## src/rtl/paddle_filter.sv

```systemverilog
// rtl/paddle_filter.sv - ADC sample moving average, clamp and optional deadband (macro PADDLE_FILTER_HYST_EN)
module paddle_filter #(
    parameter int WIDTH    = 7,
    parameter int AVG_LOG2 = 2,
    parameter int PAD_MIN  = 0,
    parameter int PAD_MAX  = 112,
    parameter int HYST     = 2
) (
    input  logic             CLK,
    input  logic             Reset,
    input  logic [WIDTH-1:0] ADCin,
    input  logic             ADCsampled,
    output logic [WIDTH-1:0] Pos,
    output logic             PosValid,
    output logic             Settled
);

    localparam int N  = 1 << AVG_LOG2;
    localparam int SW = WIDTH + AVG_LOG2;
    localparam int CW = AVG_LOG2 + 1;
    localparam logic [WIDTH-1:0] PMIN = WIDTH'(PAD_MIN);
    localparam logic [WIDTH-1:0] PMAX = WIDTH'(PAD_MAX);

    typedef enum logic {
        S_FILL,
        S_RUN
    } state_t;

    state_t           state_q;
    logic [CW-1:0]    count_q;
    logic [WIDTH-1:0] win_q [N];
    logic [SW-1:0]    sum_q;
    logic [SW-1:0]    sum_d;
    logic             sampled_q;
    logic             armed_q;
    logic             upd_q;
    logic             first_q;
    logic [WIDTH-1:0] pos_q;
    logic             pos_valid_q;
    logic             settled_q;

    logic             accept;
    logic [WIDTH-1:0] avg;
    logic [WIDTH-1:0] lo_clamped;
    logic [WIDTH-1:0] clamped;
    logic             write_ok;

    // A strobe that is already high when reset releases must first be seen low
    // (armed_q) before its rising edge counts as a sample.
    assign accept = ADCsampled && !sampled_q && armed_q;

    // Running-sum update, truncating average and playfield clamp
    always_comb begin
        sum_d      = sum_q + {{AVG_LOG2{1'b0}}, ADCin} - {{AVG_LOG2{1'b0}}, win_q[N-1]};
        avg        = sum_q[SW-1:AVG_LOG2];
        lo_clamped = (avg > PMIN) ? avg : PMIN;
        clamped    = (lo_clamped < PMAX) ? lo_clamped : PMAX;
    end

`ifdef PADDLE_FILTER_HYST_EN
    logic [WIDTH:0] diff;
    logic [WIDTH:0] abs_diff;

    // Deadband: suppress writes whose distance from the shown position is within HYST
    always_comb begin
        diff     = {1'b0, clamped} - {1'b0, pos_q};
        abs_diff = diff[WIDTH] ? (~diff + 1'b1) : diff;
        write_ok = abs_diff > (WIDTH + 1)'(HYST);
    end
`else
    logic unused_hyst;
    assign unused_hyst = (HYST != 0);
    assign write_ok    = 1'b1;
`endif

    // Edge detect, window/sum, fill/run FSM and registered position output
    always_ff @(posedge CLK or posedge Reset) begin
        if (Reset) begin
            state_q     <= S_FILL;
            count_q     <= '0;
            sum_q       <= '0;
            sampled_q   <= 1'b0;
            armed_q     <= 1'b0;
            upd_q       <= 1'b0;
            first_q     <= 1'b0;
            pos_q       <= '0;
            pos_valid_q <= 1'b0;
            settled_q   <= 1'b0;
            for (int i = 0; i < N; i++) begin
                win_q[i] <= '0;
            end
        end else begin
            sampled_q   <= ADCsampled;
            pos_valid_q <= 1'b0;
            upd_q       <= 1'b0;
            if (!ADCsampled) begin
                armed_q <= 1'b1;
            end

            if (accept) begin
                sum_q    <= sum_d;
                win_q[0] <= ADCin;
                for (int i = N - 1; i > 0; i--) begin
                    win_q[i] <= win_q[i-1];
                end
            end

            case (state_q)
                S_FILL: begin
                    if (accept) begin
                        count_q <= count_q + CW'(1);
                        if (count_q == CW'(N - 1)) begin
                            state_q   <= S_RUN;
                            settled_q <= 1'b1;
                            upd_q     <= 1'b1;
                            first_q   <= 1'b1;
                        end
                    end
                end
                S_RUN: begin
                    upd_q <= accept;
                end
                default: begin
                    state_q <= S_FILL;
                end
            endcase

            // Sum was updated at the end of the accept cycle, so the average
            // used here already includes the new sample.
            if (upd_q && (first_q || write_ok)) begin
                pos_q       <= clamped;
                pos_valid_q <= 1'b1;
                first_q     <= 1'b0;
            end
        end
    end

    assign Pos      = pos_q;
    assign PosValid = pos_valid_q;
    assign Settled  = settled_q;

endmodule

```

## config.mk

```make
export PLATFORM = sky130hd
export DESIGN_NAME = paddle_filter
export DESIGN_NICKNAME = d
export VERILOG_FILES = /design/src/rtl/paddle_filter.sv
export SDC_FILE = /design/constraint.sdc
export NUM_CORES = 1
export LEC_CHECK = 0
export CAP_MARGIN = 20
export CORE_MARGIN = 5
export CORE_UTILIZATION = 50
export CTS_BUF_LIST = sky130_fd_sc_hd__clkbuf_8
export CTS_CLUSTER_SIZE = 12
export DETAILED_ROUTE_END_ITERATION = 12
export PLACE_DENSITY = 0.7
export SYNTH_ARGS = -nofsm -noshare
export SYNTH_HDL_FRONTEND = slang
export SYNTH_SLANG_ARGS = --single-unit
```

## constraint.sdc

```tcl
create_clock -name CLK -period 7.1 [get_ports CLK]
set_input_delay 1.42 -clock CLK [delete_from_list [all_inputs] [get_ports CLK]]
set_output_delay 1.42 -clock CLK [all_outputs]
set_load 0.03 [all_outputs]
```

---- Yosys cells after proc, flatten, opt, wreduce, memory -nomap -nowiden ----
Index checks and enable logic that the tools add are counted.
cells by class
  add/subtract/negate cells ............... 3
  order comparisons ....................... 2
  eq/ne operators ......................... 1
  muxes and demuxes ....................... 7
  bitwise logic cells ..................... 1
  reductions and logical operators ........ 5
operators with widths
  kind                   number
  $mux W7                2
  $add A9 B7 Y9          1
  $sub A9 B7 Y9          1
  $gt A7 B1 Y1 const B   1
  $lt A7 B7 Y1 const B   1
  $mux W1                4
  $add A3 B1 Y3 const B  1
  $eq A3 B2 Y1 const B   1
  $reduce_and A3 Y1      1
  $logic_and A1 B1 Y1    2
  $pmux W1 S2            1
  $reduce_and A2 Y1      1
  $logic_not A1 Y1       1
  $not A1 Y1             1
storage, ports and cells
  bits in registers ....................... 53
  input bits .............................. 10
  output and inout port bits .............. 9
  logic and storage cells ................. 32

---- Logic depth before layout (Yosys ltp) ----
  word-level depth ........................ 5
  gate-level depth with buffers ........... 9
  gate-level depth less buffers ........... 9

---- Worst setup path after synthesis ----
Ideal clock, no wire load.
  kind .................................... input-to-reg
  from .................................... input port ADCin[1]
  to ...................................... register sum_q[8]
  library setup time ...................... 0.139 ns
  arrival time ............................ 3.583 ns
  required time ........................... 6.961 ns
  slack ................................... 3.378 ns
  stages on the path ...................... 8
  path buffers ............................ 0
  cells stage by stage .................... inv_1 fa_1 inv_1 fa_1 a211oi_1 o21ai_1 o211a_1 or4b_1
on the way
  word-level cells in the longest chain between the ends .. 2
ends and longest elaborated chain
  what                  RTL line  source
  from (decl)           11        input logic [WIDTH-1:0] ADCin,
  $add A9 B7 Y9         54        sum_d = sum_q + {{AVG_LOG2{1'b0}}, ADCin} - {{AVG_LOG2{1'b0}}, win_q[N-1]};
  $sub A9 B7 Y9         54
  to (signal assigned)  101       sum_q <= sum_d;
  to (decl)             32        logic [SW-1:0] sum_q;
No other way between the ends.
A chain may end at the register's enable or synchronous reset.

---- Final worst setup path ----
Ends and elaborated chain as after synthesis.

==> results.yml <==
die:
  chipHeight_um: 81.7
  dieArea_um2: 6680
  ios: 19
  rows: 26
  core-area_um2: 5040
  initial_core_util_pct: 51.0
  chipWidth_um: 81.7
clock_tree:
  clock_path_buffers: 2
  postCtsSetupBuffers: 0
  clkSinkCount: 53
  htree_levels: 2
  cts_buffers: 5
  cts_tree: "done"
  root_buffer: "clkbuf_8"
  ctsResizeCount: 0
  clock_latency_ps: 300
  cts_hold_buf: 0
  clk_pin_slew_ps: 90
synth:
  synth_edf_count: 0
  synthCells: 275
  synth_area_um2: 2570
  synth_area_leaders: "dfrtp_1, nand2_1, fa_1, ha_1, inv_1"
  syn_area_per_cell_um2: 9.35
  synth.top_cell.area_share_pct: 51.6
  async_reset_ff_share_pct: 100
  yosysMostFrequentCell: "nand2_1"
  ys_seq_area_share_pct: 51.6
  syn_nets: 303
  synth_commonest_cells: "nand2_1, dfrtp_1, inv_1, ha_1"
  ys_types: 37
  synthFlopType: "dfrtp_1"
  synth.ff_latch_count: 53
  yosys.area.top_type: "dfrtp_1"
  yosys_warnings: 0
timing:
  setup_slack_ps: 3080
  finalSetupViolations: 0
  finalClockSkew_ps: 4.77
  fin_crit_sh_pct: 56.7
  tns_ps: 0
  period_needed_ps: 4020
  worst_slew_pin_slew_ps: 644
  fmax_ghz: 0.248
  finalHoldViolCount: 0
  max_slew_margin_pct: 57.0
  rsz0062_at_grt: "false"
  drv_slew: 0
global_routing:
  grtUsageTotal_pct: 15.2
  antenna_found_initial: 0
  first_global_vias: 1762
  grt_pass1_wl_um: 7830
  grt_overflow: 0
  grt_start_max_net_pins: 54
placed_design:
  pre_cts_ws_ps: 2760
  hpwl_um: 2940
  numPortBuffers: 18
  gp_congestion: 0.825
  postPlaceCellArea_um2: 2830
setup_path:
  critPathMaxFanout: 3
  rr_startpoint: "win_q[1]"
  cp.arrival_ps: 4200
  end_kind: "flip-flop"
  worstSetupPathType: "primary input to flip-flop"
  r2r_end: "sum_q[8]"
  r2r_slack_ps: 4330
  start_kind: "primary input"
  reg2regPathDepth: 7
  cp.required_ps: 7280
route:
  drc: 0
  vias: 1815
  wl_um: 4320
  vias_per_cell: 5.00
  ant_nets: 0
  first_iter_violations: 55
  dr.pass1.iters: 6
  wl_per_cell_um: 11.9
layout:
  syn2layout_area_growth_pct: 14.0
  final_area_um2: 2930
  drive_gt1_share_pct: 5.12
  final_nets: 321
  diodes: 0
outcome:
  outcome: "finished clean"
pwr:
  p_leak_nw: 1.47
  vdd_drop_max_mv: 0.186
  power_density_nw_per_um2: 409
min_path:
  min_from: "win_q[7]"
  hold_path_depth: 2
  whs_endpoint: "win_q[0]"
  hold_class: "flip-flop to flip-flop"
flow_run:
  drv_cap: 0
critical path, cell delays in order:
cell and delay (ps):
clkdlybuf4s50_1 450, inv_1 60, fa_1 530, inv_1 70
fa_1 470, a211oi_1 410, o21ai_1 160, o211a_1 140
or4b_1 500
stage by stage:
step | cells | hold WS (ps) | util [%] | power [W]
after global routing | 363 | 499 | 58.1 | 0.00131
after floorplan | 275 | 380 | - | 0.000871
after CTS | 363 | 474 | 58.1 | 0.00121
final | 363 | 471 | 58.1 | 0.00120
after detailed placement | 356 | 451 | 56.1 | 0.00101
after global placement | 356 | 449 | 56.1 | 0.000996
sequential cells by signal, indices dropped and copies added (netlist names):
signal	cells
state_q	1
Pos	7
Settled	1
sampled_q	1
armed_q	1
PosValid	1
upd_q	1
count_q	3
sum_q	9
win_q	28
layer usage:
metal,wire (um),up-vias,track usage [%],share of wire (%)
met4,57,0,5.15,1.3
met2,2040,34,24.8,47
met3,147,5,2.96,3.4
met5,0,-,0,0
met1,2070,861,20.4,48
li1,-,915,-,-
logic make-up after synthesis:
group                    Yosys count  share of synthesized area (%)
AO/OA/AOI/OAI                     39                           9.59
XOR/XNOR                           3                           1.02
adder cells (fa/ha/maj)           18                           10.8
buffers and inverters             45                           6.57
flip-flops                        53                           51.6
multiplexers                       5                           2.14
AND/OR/NAND/NOR                  112                           18.3
worst max-delay path by stage:
stage	start	endpoint	slack, ps	cells past startpoint
final	ADCin[1]	sum_q[8]	3080	9
after global routing	ADCin[1]	sum_q[8]	2940	9
after CTS	ADCin[1]	sum_q[8]	3060	9
after detailed placement	ADCin[1]	sum_q[8]	2760	9
after global placement	ADCin[1]	sum_q[8]	2840	9
after floorplan	ADCin[1]	sum_q[8]	3380	8
cell type report:
cell class | count | area [um2]
clock inverters | 2 | 35.0
repair buffers | 21 | 203
clock buffers | 5 | 68.8
multi-input cells | 177 | 1080
flip-flops and latches | 53 | 1330
fillers | 445 | 2110
well taps | 70 | 87.6
inverters | 35 | 131
report_power, final:
part | total (W) | switching, W | internal, W
logic | 0.000560 | 0.000317 | 0.000243
registers | 0.000445 | 0.0000564 | 0.000389
clock network | 0.000195 | 0.0000924 | 0.000103
total | 0.00120 | 0.000466 | 0.000734
cell usage in the layout, fill, tap and decap left out, drive strengths merged, types with 4 or more instances in the layout:
cell,instances
nand2,88
mux2,4
fa,7
clkdlybuf4s50,18
o22ai,5
clkbuf,5
o21ai,12
a21oi,9
dfrtp,53
inv,35
ha,11
nor2,6
No activity file was read; power rests on OpenSTA's default activity.
